--- src/rtl/uart_alu_ctrl.sv ---
// ---------------------------------------------------------------------------
// uart_alu_ctrl
//
// Sequencing controller between a UART receiver/transmitter pair and a
// combinational ALU. Three received bytes (operand A, operand B, opcode) are
// collected into registers that drive the ALU. One cycle later the ALU result
// is captured and handed to the transmitter with a single start pulse. The
// block then waits for the transmitter to report completion before it accepts
// the next command.
//
// Optional feature (macro UART_ALU_CTRL_TIMEOUT_EN):
//   When defined, an inter-byte timeout abandons a partially received command
//   after TIMEOUT_CYCLES idle cycles in WAIT_B / WAIT_OP and pulses o_timeout.
//   When undefined, the block waits indefinitely and o_timeout is always 0.
//
// Ports:
//   i_clk         system clock (only clock in the block)
//   i_reset       synchronous, active-high reset
//   i_rx_data     received byte, valid while i_rx_done is high
//   i_rx_done     one-cycle pulse from uart_rx
//   i_tx_done     one-cycle pulse from uart_tx at end of stop bit
//   i_alu_result  combinational ALU output
//   o_alu_data_a  registered operand A
//   o_alu_data_b  registered operand B
//   o_alu_op      registered opcode (low NB_OP bits of the third byte)
//   o_tx_data     registered result for uart_tx
//   o_tx_start    registered one-cycle start pulse for uart_tx
//   o_busy        high in EXEC, SEND and WAIT_TX
//   o_rx_drop     one-cycle pulse when a byte is discarded while busy
//   o_timeout     one-cycle pulse on inter-byte timeout
// ---------------------------------------------------------------------------
module uart_alu_ctrl #(
    parameter int NB_DATA        = 8,
    parameter int NB_OP          = 6,
    parameter int TIMEOUT_CYCLES = 50000000
) (
    input  logic               i_clk,
    input  logic               i_reset,
    input  logic [NB_DATA-1:0] i_rx_data,
    input  logic               i_rx_done,
    input  logic               i_tx_done,
    input  logic [NB_DATA-1:0] i_alu_result,
    output logic [NB_DATA-1:0] o_alu_data_a,
    output logic [NB_DATA-1:0] o_alu_data_b,
    output logic [NB_OP-1:0]   o_alu_op,
    output logic [NB_DATA-1:0] o_tx_data,
    output logic               o_tx_start,
    output logic               o_busy,
    output logic               o_rx_drop,
    output logic               o_timeout
);

    localparam logic [2:0] ST_IDLE    = 3'd0;
    localparam logic [2:0] ST_WAIT_B  = 3'd1;
    localparam logic [2:0] ST_WAIT_OP = 3'd2;
    localparam logic [2:0] ST_EXEC    = 3'd3;
    localparam logic [2:0] ST_SEND    = 3'd4;
    localparam logic [2:0] ST_WAIT_TX = 3'd5;

    // A timeout shorter than two cycles cannot be distinguished from the
    // byte-accept cycle, so reject it at elaboration.
    if (TIMEOUT_CYCLES < 2) begin : g_bad_timeout
        $error("uart_alu_ctrl: TIMEOUT_CYCLES must be at least 2");
    end

    logic [2:0]         state_r,    state_s;
    logic [NB_DATA-1:0] data_a_r,   data_a_s;
    logic [NB_DATA-1:0] data_b_r,   data_b_s;
    logic [NB_OP-1:0]   op_r,       op_s;
    logic [NB_DATA-1:0] tx_data_r,  tx_data_s;
    logic               tx_start_r, tx_start_s;
    logic               busy_r,     busy_s;
    logic               rx_drop_r,  rx_drop_s;
    logic               timeout_r,  timeout_s;
    logic               timeout_hit_s;

`ifdef UART_ALU_CTRL_TIMEOUT_EN
    localparam int CNT_W = $clog2(TIMEOUT_CYCLES + 1);

    logic [CNT_W-1:0] cnt_r, cnt_s;
    logic             in_wait_s;

    // Inter-byte counter: runs only while a command is partially received and
    // restarts from zero whenever a byte is accepted or the timeout fires.
    always_comb begin
        in_wait_s     = (state_r == ST_WAIT_B) || (state_r == ST_WAIT_OP);
        timeout_hit_s = 1'b0;
        cnt_s         = {CNT_W{1'b0}};
        if (in_wait_s && !i_rx_done) begin
            if (cnt_r == CNT_W'(TIMEOUT_CYCLES)) begin
                timeout_hit_s = 1'b1;
                cnt_s         = {CNT_W{1'b0}};
            end else begin
                timeout_hit_s = 1'b0;
                cnt_s         = cnt_r + {{(CNT_W-1){1'b0}}, 1'b1};
            end
        end else begin
            timeout_hit_s = 1'b0;
            cnt_s         = {CNT_W{1'b0}};
        end
    end

    // Inter-byte counter register.
    always_ff @(posedge i_clk) begin
        if (i_reset) begin
            cnt_r <= {CNT_W{1'b0}};
        end else begin
            cnt_r <= cnt_s;
        end
    end
`else
    assign timeout_hit_s = 1'b0;
`endif

    // Next-state and next-output logic of the command sequencer.
    always_comb begin
        state_s    = state_r;
        data_a_s   = data_a_r;
        data_b_s   = data_b_r;
        op_s       = op_r;
        tx_data_s  = tx_data_r;
        tx_start_s = 1'b0;
        busy_s     = busy_r;
        rx_drop_s  = 1'b0;
        timeout_s  = 1'b0;
        case (state_r)
            ST_IDLE: begin
                if (i_rx_done) begin
                    data_a_s = i_rx_data;
                    state_s  = ST_WAIT_B;
                end else begin
                    state_s  = ST_IDLE;
                end
            end
            ST_WAIT_B: begin
                // A byte in the expiry cycle wins over the timeout.
                if (i_rx_done) begin
                    data_b_s = i_rx_data;
                    state_s  = ST_WAIT_OP;
                end else if (timeout_hit_s) begin
                    state_s   = ST_IDLE;
                    timeout_s = 1'b1;
                end else begin
                    state_s   = ST_WAIT_B;
                end
            end
            ST_WAIT_OP: begin
                if (i_rx_done) begin
                    op_s    = i_rx_data[NB_OP-1:0];
                    state_s = ST_EXEC;
                    busy_s  = 1'b1;
                end else if (timeout_hit_s) begin
                    state_s   = ST_IDLE;
                    timeout_s = 1'b1;
                end else begin
                    state_s   = ST_WAIT_OP;
                end
            end
            ST_EXEC: begin
                // ALU has had a full cycle on the registered operands.
                tx_data_s  = i_alu_result;
                tx_start_s = 1'b1;
                state_s    = ST_SEND;
                rx_drop_s  = i_rx_done;
            end
            ST_SEND: begin
                state_s   = ST_WAIT_TX;
                rx_drop_s = i_rx_done;
            end
            ST_WAIT_TX: begin
                // A byte coinciding with i_tx_done is still dropped.
                rx_drop_s = i_rx_done;
                if (i_tx_done) begin
                    state_s = ST_IDLE;
                    busy_s  = 1'b0;
                end else begin
                    state_s = ST_WAIT_TX;
                end
            end
            default: begin
                state_s = ST_IDLE;
                busy_s  = 1'b0;
            end
        endcase
    end

    // Sequencer state and all registered outputs.
    always_ff @(posedge i_clk) begin
        if (i_reset) begin
            state_r    <= ST_IDLE;
            data_a_r   <= {NB_DATA{1'b0}};
            data_b_r   <= {NB_DATA{1'b0}};
            op_r       <= {NB_OP{1'b0}};
            tx_data_r  <= {NB_DATA{1'b0}};
            tx_start_r <= 1'b0;
            busy_r     <= 1'b0;
            rx_drop_r  <= 1'b0;
            timeout_r  <= 1'b0;
        end else begin
            state_r    <= state_s;
            data_a_r   <= data_a_s;
            data_b_r   <= data_b_s;
            op_r       <= op_s;
            tx_data_r  <= tx_data_s;
            tx_start_r <= tx_start_s;
            busy_r     <= busy_s;
            rx_drop_r  <= rx_drop_s;
            timeout_r  <= timeout_s;
        end
    end

    assign o_alu_data_a = data_a_r;
    assign o_alu_data_b = data_b_r;
    assign o_alu_op     = op_r;
    assign o_tx_data    = tx_data_r;
    assign o_tx_start   = tx_start_r;
    assign o_busy       = busy_r;
    assign o_rx_drop    = rx_drop_r;
    assign o_timeout    = timeout_r;

endmodule

--- config.mk ---
export PLATFORM = sky130hd
export DESIGN_NAME = uart_alu_ctrl
export DESIGN_NICKNAME = d
export VERILOG_FILES = /design/src/rtl/uart_alu_ctrl.sv
export SDC_FILE = /design/constraint.sdc
export NUM_CORES = 1
export LEC_CHECK = 0
export CORE_AREA = 2 2 61 58
export DETAILED_ROUTE_END_ITERATION = 7
export DIE_AREA = 0 0 63 60
export GPL_TIMING_DRIVEN = 0
export PLACE_DENSITY_LB_ADDON = 0.12
export RECOVER_POWER = 100
export SETUP_SLACK_MARGIN = 0.05
export SYNTH_ARGS = -nofsm -noshare
export SYNTH_HDL_FRONTEND = slang
export SYNTH_SLANG_ARGS = --single-unit
--- constraint.sdc ---
create_clock -name i_clk -period 2 [get_ports i_clk]
set_input_delay 0.3 -clock i_clk [delete_from_list [all_inputs] [get_ports i_clk]]
set_output_delay 0.3 -clock i_clk [all_outputs]
set_load 0.005 [all_outputs]
Yosys cells after proc, flatten, opt, wreduce, memory -nomap -nowiden
Index checks and enable logic that the tools add are counted.
W data, S select, Z words.
- register bits: 36
- input bits: 20
- output and inout port bits: 34
- logic and storage cells: 34
- equal/unequal tests: 7
- mux-type cells: 9
- bitwise logic cells: 2
- reduce and logical (&&, ||, !) cells: 8
- operators with widths (operator ; number):
    $pmux W3 S6 ; 1
    $eq A3 B2 Y1 const B ; 2
    $eq A3 B3 Y1 const B ; 2
    $reduce_and A2 Y1 ; 3
    $mux W1 ; 5
    $ne A2 B2 Y1 const B ; 2
    $reduce_or A4 Y1 ; 1
    $eq A3 B1 Y1 const B ; 1
    $logic_not A3 Y1 ; 1
    $mux W3 ; 1
    $pmux W1 S3 ; 1
    $reduce_and A3 Y1 ; 1
    $reduce_or A3 Y1 ; 1
    $mux W2 ; 1
    $not A1 Y1 ; 2
    $reduce_or A2 Y1 ; 1

Longest topological paths before layout
Gate-level depths: netlist (run 1).
- depth after elaboration: 4
- mapped depth: 5

Worst setup path after synthesis (run 1)
No wires, ideal clock.
- path type: reg-to-reg
- start: register state_r[0]
- end: register data_a_r[1], in the netlist o_alu_data_a[1]
- arrival time: 1.180 ns
- slack: 0.688 ns
- cell stages (with the launch flop): 6
- buffers on the path: 2
- clock period less this slack: 1.312 ns
- cells stage by stage: dfxtp_1 -> buf_6 -> or4b_4 -> buf_6 -> nand2_1 -> a21oi_1
- word-level cells in the longest chain between the ends: 2
- RTL lines (item ; RTL line ; text):
    start: declaration ; 66 ; logic [2:0] state_r, state_s;
    start signal: assignment ; 200 ; state_r <= state_s;
    $logic_not A3 Y1 ; 126 ; case (state_r)
    $reduce_and A2 Y1 (no line) ; n/a ;
    end signal: assignment ; 191 ; data_a_r <= {NB_DATA{1'b0}};
    end signal: assignment ; 201 ; data_a_r <= data_a_s;
    end: declaration ; 67 ; logic [NB_DATA-1:0] data_a_r, data_a_s;
Every way passes these cells.
A chain may end at the register's enable or synchronous reset.

Worst setup path in the final report (run 1)
- start: input port i_rx_done
- end: register data_b_r[0], in the netlist o_alu_data_b[0]
- word-level cells in the longest chain between the ends: 1
- RTL lines (item ; RTL line ; text):
    start: declaration ; 40 ; input logic i_rx_done,
    $reduce_and A2 Y1 (no line) ; n/a ;
    end signal: assignment ; 192 ; data_b_r <= {NB_DATA{1'b0}};
    end signal: assignment ; 202 ; data_b_r <= data_b_s;
    end: declaration ; 68 ; logic [NB_DATA-1:0] data_b_r, data_b_s;
Every way passes these cells.

==> impl_metrics.json, run 1 <==
{
  "status": "finished, final reports clean",
  "clkTransAtPathRegs_ns": 0.10,
  "synth_top_area_share_pct": 51.89,
  "cp_slowest_cell": "dlygate4sd3_1",
  "cts_root_buffer": "clkbuf_4",
  "worstSetupPathType": "input pin to register",
  "initial_core_util_pct": 43.70,
  "final_design_area_no_fill_um2": 1986,
  "required_ns": 2.21,
  "numCtsBuffers": 5,
  "vias": 1164,
  "grt_first_pass_wirelength_um": 5361,
  "timing.final.ws_setup_ns": 0.2997,
  "postCtsSetupBuffers": 0,
  "dp.final_hpwl_um": 2349,
  "drtIter0Drc": 47,
  "leakagePower_nw": 0.8894,
  "hp-class": "input pin to register",
  "syn_area_per_cell_um2": 9.781,
  "yosysWarnings": 0,
  "cts_tree": "yes",
  "endpoint_kind": "register",
  "htreeDepth": 2,
  "gr-total-overflow": 0,
  "grt_max_degree": 11,
  "dp_slack_ns": 0.1256,
  "dieArea_um2": 3780,
  "fin_tns_setup_ns": 0,
  "grt_pass1_vias": 1129,
  "synth.top_cells.by_area": "dfxtp_1 (52%), mux2i_1 (17%), nor2_1 (6.5%)",
  "hold_buffers": 0,
  "layout.cells.most_common": "dfxtp_1",
  "p_total_mw": 1.343,
  "yosysSeqAreaShare_pct": 51.89,
  "fin_crit_ns": 1.700,
  "clock_skew_ns": 0.01315,
  "postRouteWirelength_um": 3162,
  "rsz0062_at_grt": "false",
  "avgRoutedWirePerCell_um": 12.96,
  "drv_slew": 0,
  "area_growth_pct": 42.97,
  "cts_resized": 0,
  "crit_chain": "dlygate4sd3_1 -> nor4bb_1 -> clkbuf_2 -> mux2i_1 -> nor2_1",
  "arrival_ns": 1.91,
  "maxCapViolations": 0,
  "place_area_um2": 1954,
  "fin_crit_sh_pct": 85.02,
  "viasPerCell": 4.770,
  "ys_ff_latch": 36,
  "die_w_um": 63,
  "core_um2": 3178,
  "worst-path-max-fanout": 8,
  "rows": 20,
  "cp_slowest_stage_delay_ns": 0.68,
  "layout_common_cells": "dfxtp_1 (36), dlygate4sd3_1 (34), nor2_1 (24), mux2i_1 (23)",
  "port_buffers": 51,
  "grt_use_total_pct": 19.06,
  "synth_area_um2": 1389,
  "power_density_nw_per_um2": 676.3,
  "dr.pass1.iters": 4,
  "finalSetupViolCount": 0,
  "synth_fp_nets": 162,
  "vdd.ir_drop.worst_uv": 437.3,
  "drc": 0,
  "num_io_pins": 54,
  "clock_sinks": 36,
  "max_freq_ghz": 0.5881,
  "fp.dieH_um": 60,
  "fin_nets": 220,
  "syn_inst": 142,
  "yosys.area.top_type": "dfxtp_1",
  "clk_path_buf_depth": 2,
  "drtAntennaViolNets": 0,
  "gp_congestion": 0.7753,
  "final_layout_size_suffix_gt1_share_pct": 7.000,
  "insertion_delay_ns": 0.34,
  "ys_types": 24,
  "hold_viol": 0,
  "hold_slack_ns": 0.3395,
  "antenna_cells": 0,
  "cp-start-kind": "input pin",
  "grt_antenna_before_repair": 0
}
## cell usage after synthesis, drive strengths merged
library cell	count
dfxtp	36
nor2	24
mux2i	23
nand2	17
a21oi	13
buf	8
clkbuf	4
nand2b	3
a211o	1
a21o	1
and4bb	1
conb	1
inv	1
nand3b	1
nor2b	1
nor3	1
nor3b	1
nor4b	1
nor4bb	1
o21ai	1
o31ai	1
or4b	1
## per-stage QoR
| step | utilization [%] | cells |
|---|---|---|
| floorplan | - | 142 |
| global placement | 61.50 | 237 |
| detailed placement | 61.50 | 237 |
| CTS | 62.95 | 244 |
| global route | 62.48 | 244 |
| finish | 62.48 | 244 |
## power breakdown
group / leakage [nW] / internal [mW] / switching [mW]
sequential: 0.292 / 0.750 / 0.0151
combinational: 0.569 / 0.123 / 0.100
clock: 0.0281 / 0.129 / 0.225
total: 0.889 / 1.00 / 0.341
## sequential cells by signal, indices dropped and copies added (netlist names)
| register | count |
|---|---|
| o_rx_drop | 1 |
| state_r | 3 |
| o_tx_data | 8 |
| o_busy | 1 |
| o_tx_start | 1 |
| o_alu_op | 6 |
| o_alu_data_a | 8 |
| o_alu_data_b | 8 |
## cells by family (layout without fill, tap and decap cells)
logic type      Yosys count  in the layout  synth area share [%]
compound gates           17             17                 6.757
simple gates             52             52                 18.65
buf+inv                  13             71                 5.855
flops                    36             36                 51.89
mux                      23             23                 16.58
other cells               1              1                0.2700
## critical path: cells and delay by family
family / cells / cell delay, ns
buf+inv: 2 / 1.01
mux: 1 / 0.24
simple gates: 2 / 0.37
## layout make-up
cell class                 instances  area, um^2
fill                             296        1192
clock inverter                     1       5.005
inverter                           1       3.754
sequential                        36       720.7
tap                               44       55.05
buffer                            12       66.31
clock buffer                       6       41.29
timing repair buffer              51       510.5
multi-input combinational         93       583.1
## layer usage
layer	vias to the layer above	global-route usage (%)	routed length [um]	part of all wire, %
met5	-	0	0	0
met4	0	7.619	46	1.5
met3	6	7.910	245	7.7
met2	39	30.70	1526	48
met1	531	22.86	1344	43
li1	588	-	-	-
## final timing paths
path / end / cells after the start / slack [ns] / start
max: o_alu_data_b[0] / 5 / 0.30 / i_rx_done
min: o_alu_data_a[7] / 2 / 0.34 / i_reset
max reg2reg: o_alu_data_b[0] / 5 / 0.42 / state_r[2]
min reg2reg: o_alu_data_a[6] / 2 / 0.46 / o_alu_data_a[6]
Power figures use the tool's default switching activity.
==> run 2, diff against run 1 <==
--- a/config.mk
+++ b/config.mk
@@ -5,9 +5,11 @@
 export SDC_FILE = /design/constraint.sdc
 export NUM_CORES = 1
 export LEC_CHECK = 0
-export CORE_AREA = 2 2 61 58
+export ABC_CLOCK_PERIOD_IN_PS = 2000
+export CORE_AREA = 2 2 54 51
 export DETAILED_ROUTE_END_ITERATION = 7
-export DIE_AREA = 0 0 63 60
+export DIE_AREA = 0 0 56 53
+export DONT_BUFFER_PORTS = 1
 export GPL_TIMING_DRIVEN = 0
 export PLACE_DENSITY_LB_ADDON = 0.12
 export RECOVER_POWER = 100
==> run 2 against run 1 <==
Net effect:
- first-iteration DRC count shrank 70%
- register-to-register slack got worse by 0.04 ns
- highest routed layer unchanged
- combinational power decreased by 41%
- cell area decreased by 26%
- worst setup slack gained 0.085 ns
- total power down 2.8%
- sequential cell count unchanged
- critical path depth stayed put
- utilization is 0.66 points lower
- maximum frequency grew 5.2%
- sequential power grew 1%
- largest power group unchanged
- critical path type is now register to register
==> impl_metrics.json, run 2 (synthesized netlist as in run 1, its figures left out) <==
{
  "numCtsBuffers": 5,
  "fp.dieH_um": 53,
  "p_total_mw": 1.305,
  "hp-class": "input pin to register",
  "layout.cells.most_common": "dfxtp_1",
  "fin_crit_sh_pct": 80.79,
  "insertion_delay_ns": 0.32,
  "leakagePower_nw": 0.5989,
  "cts_tree": "yes",
  "rsz0062_at_grt": "false",
  "cp-start-kind": "register",
  "drtAntennaViolNets": 0,
  "gr-total-overflow": 0,
  "postCtsSetupBuffers": 0,
  "antenna_cells": 0,
  "cpMostUsedCell": "clkbuf_1",
  "drc": 0,
  "finalSetupViolCount": 0,
  "fin_nets": 169,
  "fin_crit_ns": 1.616,
  "drv_slew": 0,
  "grt_max_degree": 12,
  "worst-path-max-fanout": 10,
  "hold_slack_ns": 0.09988,
  "cp_slowest_cell": "clkbuf_1",
  "tightest_slew_ns": 0.6375,
  "reg2reg_to": "o_tx_data[1]",
  "slew_headroom_pct": 57.39,
  "timing.final.ws_setup_ns": 0.3842,
  "hold_depth": 2,
  "dr.pass1.iters": 4,
  "gp_congestion": 0.7816,
  "grt_antenna_before_repair": 0,
  "grt_use_total_pct": 19.33,
  "endpoint_kind": "register",
  "arrival_ns": 1.82,
  "route.met3.wl_um": 203,
  "initial_core_util_pct": 58.30,
  "dr_wl_met2_um": 1331,
  "die_w_um": 56,
  "htreeDepth": 2,
  "clock_skew_ns": 0.009790,
  "top_layer_used": "met4",
  "vias": 984,
  "grt_first_pass_wirelength_um": 4347,
  "dp.final_hpwl_um": 1996,
  "worstSetupPathType": "register to register",
  "power_density_nw_per_um2": 886.3,
  "maxCapViolations": 0,
  "port_buffers": 0,
  "clkTransAtPathRegs_ns": 0.11,
  "num_io_pins": 54,
  "r2r_slack_ns": 0.38,
  "dieArea_um2": 2968,
  "crit_chain": "clkbuf_1 -> nand3b_1 -> clkbuf_1 -> mux2i_1 -> nor2_1",
  "core_um2": 2382,
  "avgRoutedWirePerCell_um": 15.27,
  "area_growth_pct": 6.036,
  "drtIter0Drc": 14,
  "cts_resized": 0,
  "max_freq_ghz": 0.6189,
  "wl_met1_um": 1166,
  "vdd.ir_drop.worst_uv": 620.1,
  "status": "finished, final reports clean",
  "cp_slowest_stage_delay_ns": 0.50,
  "hold_viol": 0,
  "cts_root_buffer": "clkbuf_4",
  "dp_slack_ns": 0.6038,
  "hold_buffers": 0,
  "rr_worst_depth": 5,
  "rows": 17,
  "postRouteWirelength_um": 2718,
  "min_to": "o_alu_data_a[7]",
  "clk_path_buf_depth": 2,
  "required_ns": 2.21,
  "reg2reg_from": "state_r[1]",
  "viasPerCell": 5.528,
  "final_layout_size_suffix_gt1_share_pct": 10.67,
  "grt_pass1_vias": 967,
  "layout_common_cells": "dfxtp_1 (36), nor2_1 (24), mux2i_1 (23), nand2_1 (17), a21oi_1 (13)",
  "min-delay-start": "i_rx_data[7]",
  "clock_sinks": 36,
  "fin_tns_setup_ns": 0
}
[run 2: changes by cell type in the layout (fill, tap and decap cells not counted)]
cell,previous run,this run
dlygate4sd3_1,34,0
or4b_1,1,0
clkinv_2,1,0
or4b_4,0,1
clkinvlp_4,0,1
clkdlybuf4s50_1,17,0
buf_6,1,2
clkbuf_8,0,1
nor4b_2,0,1
nor4b_4,1,0
clkbuf_2,1,0
[run 2: cell type report]
type,instances,area (um^2)
Sequential cell,36,720.7
Clock buffer,7,55.05
Inverter,1,3.754
Multi-Input combinational cell,93,578.1
Fill cell,219,909.6
Clock inverter,1,7.507
Buffer,12,72.57
Tap cell,28,35.03
[run 2: report_power, final]
part	switching, mW	leakage (nW)	internal (mW)
logic	0.0704	0.275	0.0619
clock network	0.227	0.0315	0.172
registers	0.0238	0.292	0.750
total	0.321	0.599	0.984
[run 2: critical path: cells and delay by family (launching register included)]
kind                   cells  cell delay, ns
buffers and inverters      2            0.69
multiplexers               1            0.26
flip-flops                 1            0.33
AND/OR/NAND/NOR            2            0.22
[run 2: metrics by stage]
stage,instances,util [%],instance area (um^2)
5_1_grt,178,61.82,1473
3_3_place_gp,170,59.77,1424
4_1_cts,178,62.40,1486
2_1_floorplan,142,-,1389
3_5_place_dp,170,59.77,1424
6_report,178,61.82,1473
[run 2: routing by layer]
| metal | up-vias | global-route usage (%) |
|---|---|---|
| met2 | 34 | 33.14 |
| met5 | - | 0 |
| met1 | 464 | 22.04 |
| met4 | 0 | 8.333 |
| met3 | 2 | 6.846 |
| li1 | 484 | - |
[run 2: worst max-delay path by stage]
stage	startpoint	endpoint
CTS	state_r[1]	o_alu_data_b[4]
global route	state_r[2]	o_tx_data[7]
finish	state_r[1]	o_tx_data[1]
detailed placement	state_r[1]	o_alu_data_b[7]
floorplan	state_r[0]	o_alu_data_a[1]
global placement	state_r[1]	o_alu_data_b[7]
==> run 3, diff against run 2 <==
--- a/config.mk
+++ b/config.mk
@@ -5,10 +5,10 @@
 export SDC_FILE = /design/constraint.sdc
 export NUM_CORES = 1
 export LEC_CHECK = 0
-export ABC_CLOCK_PERIOD_IN_PS = 2000
-export CORE_AREA = 2 2 54 51
+export ABC_CLOCK_PERIOD_IN_PS = 1310
+export CORE_AREA = 2 2 57 54
 export DETAILED_ROUTE_END_ITERATION = 7
-export DIE_AREA = 0 0 56 53
+export DIE_AREA = 0 0 59 56
 export DONT_BUFFER_PORTS = 1
 export GPL_TIMING_DRIVEN = 0
 export PLACE_DENSITY_LB_ADDON = 0.12
==> constraint.sdc (replaced) <==
create_clock -name i_clk -period 1.31 [get_ports i_clk]
set_input_delay 0.1965 -clock i_clk [delete_from_list [all_inputs] [get_ports i_clk]]
set_output_delay 0.1965 -clock i_clk [all_outputs]
set_load 0.005 [all_outputs]
==> run 3 against run 2 <==
Net effect:
- the flow now finishes with violations (setup timing)
- maximum frequency grew 21%
- largest cell class unchanged
- critical path type unchanged
- clock skew shrank 0.0057 ns
- register-to-register slack lost 0.41 ns
- combinational power grew to 2.7 times the previous value
- worst setup slack lost 0.41 ns
- hold slack lost 0.097 ns
- critical endpoint is now o_alu_data_b[6]
- sequential share of layout area shrank 11 points
==> impl_metrics.json, run 3 (synthesized netlist as in run 1, its figures left out) <==
{
  "status": "finished, violations left",
  "failed_checks": "setup timing",
  "gr-total-overflow": 0,
  "grt_first_pass_wirelength_um": 5444,
  "fp.dieH_um": 56,
  "cpMostUsedCell": "buf_6",
  "final_cells": 206,
  "hp-class": "input pin to register",
  "cp_slowest_cell": "dfxtp_2",
  "clk_path_buf_depth": 2,
  "worstSetupPathType": "register to register",
  "insertion_delay_ns": 0.34,
  "rows": 18,
  "gp_congestion": 0.7330,
  "place_inst": 172,
  "grt_antenna_before_repair": 0,
  "port_buffers": 0,
  "layout_common_cells": "dfxtp_1 (34), nor2_1 (24), mux2i_1 (22), dlygate4sd3_1 (15), nand2_2 (13)",
  "worst-path-max-fanout": 8,
  "grt_max_degree": 12,
  "endpoint_kind": "register",
  "cts_tree": "yes",
  "tightest_slew_ns": 0.5607,
  "clock_sinks": 36,
  "clkTransAtPathRegs_ns": 0.11,
  "dr.pass1.iters": 3,
  "grt_pass1_vias": 1141,
  "rsz0062_at_grt": "true",
  "die_w_um": 59,
  "arrival_ns": 1.56,
  "finalSetupViolCount": 8,
  "postRouteWirelength_um": 3404,
  "num_io_pins": 54,
  "fin_nets": 195,
  "dp.final_hpwl_um": 2025,
  "drtAntennaViolNets": 0,
  "avgRoutedWirePerCell_um": 16.52,
  "crit_chain": "buf_6 -> nor4bb_4 -> buf_6 -> mux2i_1 -> nor2_1",
  "drc": 0,
  "clock_skew_ns": 0.004054,
  "slew_headroom_pct": 62.62,
  "htreeDepth": 2,
  "place_area_um2": 1433,
  "power_density_nw_per_um2": 1273,
  "timing.final.ws_setup_ns": -0.02182,
  "area_growth_pct": 37.39,
  "dieArea_um2": 3304,
  "p_total_mw": 2.430,
  "final_design_area_no_fill_um2": 1908,
  "initial_core_util_pct": 52.26,
  "required_ns": 1.54,
  "drtIter0Drc": 50,
  "antenna_cells": 0,
  "grt_use_total_pct": 22.10,
  "leakagePower_nw": 0.7837,
  "hold_slack_ns": 0.003247,
  "vias": 1098,
  "vdd.ir_drop.worst_uv": 791.5,
  "maxCapViolations": 0,
  "hold_viol": 0,
  "cts_root_buffer": "clkbuf_4",
  "cp_slowest_stage_delay_ns": 0.34,
  "fin_tns_setup_ns": -0.07026,
  "layout.cells.most_common": "dfxtp_1",
  "final_layout_size_suffix_gt1_share_pct": 34.09,
  "final_core_util_pct": 71.80,
  "viasPerCell": 5.330,
  "cp-start-kind": "register",
  "fin_crit_sh_pct": 101.7,
  "dp_slack_ns": -0.09618,
  "numCtsBuffers": 5,
  "core_um2": 2658,
  "drv_slew": 0,
  "fin_crit_ns": 1.332,
  "max_freq_ghz": 0.7509
}
[run 3: changes by cell type in the layout (fill, tap and decap cells not counted), sizes merged]
| cell | delta |
|---|---|
| dlygate4sd3 | +15 |
| buf | +12 |
| clkbuf | -1 |
| bufinv | +1 |
| clkinvlp | -1 |
[run 3: layout make-up]
cell class	count	area, um^2
inverters	1	3.754
repair buffers	27	249.0
clock inverters	1	30.03
well taps	30	37.54
plain buffers	11	93.84
fillers	210	749.5
flip-flops and latches	36	725.7
multi-input cells	93	703.2
clock buffers	7	65.06
[run 3: final timing paths]
check             slack, ns            start  cells after the start               to
setup / recovery      -0.02       state_r[2]                      5  o_alu_data_b[6]
hold / removal        0.003  i_alu_result[2]                      2     o_tx_data[2]
setup reg to reg      -0.02       state_r[2]                      5  o_alu_data_b[6]
hold reg to reg        0.51  o_alu_data_a[2]                      2  o_alu_data_a[2]
[run 3: repair_timing]
item | 4_1_cts | 5_1_grt
endpoints found under the hold margin | 26 | 1
pin swaps | 20 | 16
cloned | 1 | 0
endpoints found under the setup margin | 23 | 32
hold buffers | 14 | 1
buffers inserted | 8 | 3
gates resized for setup | 25 | 22
[run 3: worst max-delay path: cells and delay by family, from the launching register on]
| family | cells | cell delay (ns) |
|---|---|---|
| DFF | 1 | 0.34 |
| and+or+nand+nor | 2 | 0.34 |
| buffers and inverters | 2 | 0.33 |
| muxes | 1 | 0.21 |
[run 3: per-layer routing]
metal,vias up,share of wire [%],GRT usage [%]
li1,536,-,-
met1,511,40,24.96
met2,41,50,34.92
met3,10,8.4,10.70
met4,0,2.3,9.416
met5,-,0,0
[run 3: where the power goes]
| group | leakage, nW | internal (mW) | total, mW | switching [mW] |
|---|---|---|---|---|
| Combinational | 0.439 | 0.188 | 0.351 | 0.163 |
| Sequential | 0.293 | 1.15 | 1.20 | 0.0503 |
| Clock | 0.0515 | 0.507 | 0.882 | 0.376 |
| Total | 0.784 | 1.84 | 2.43 | 0.589 |
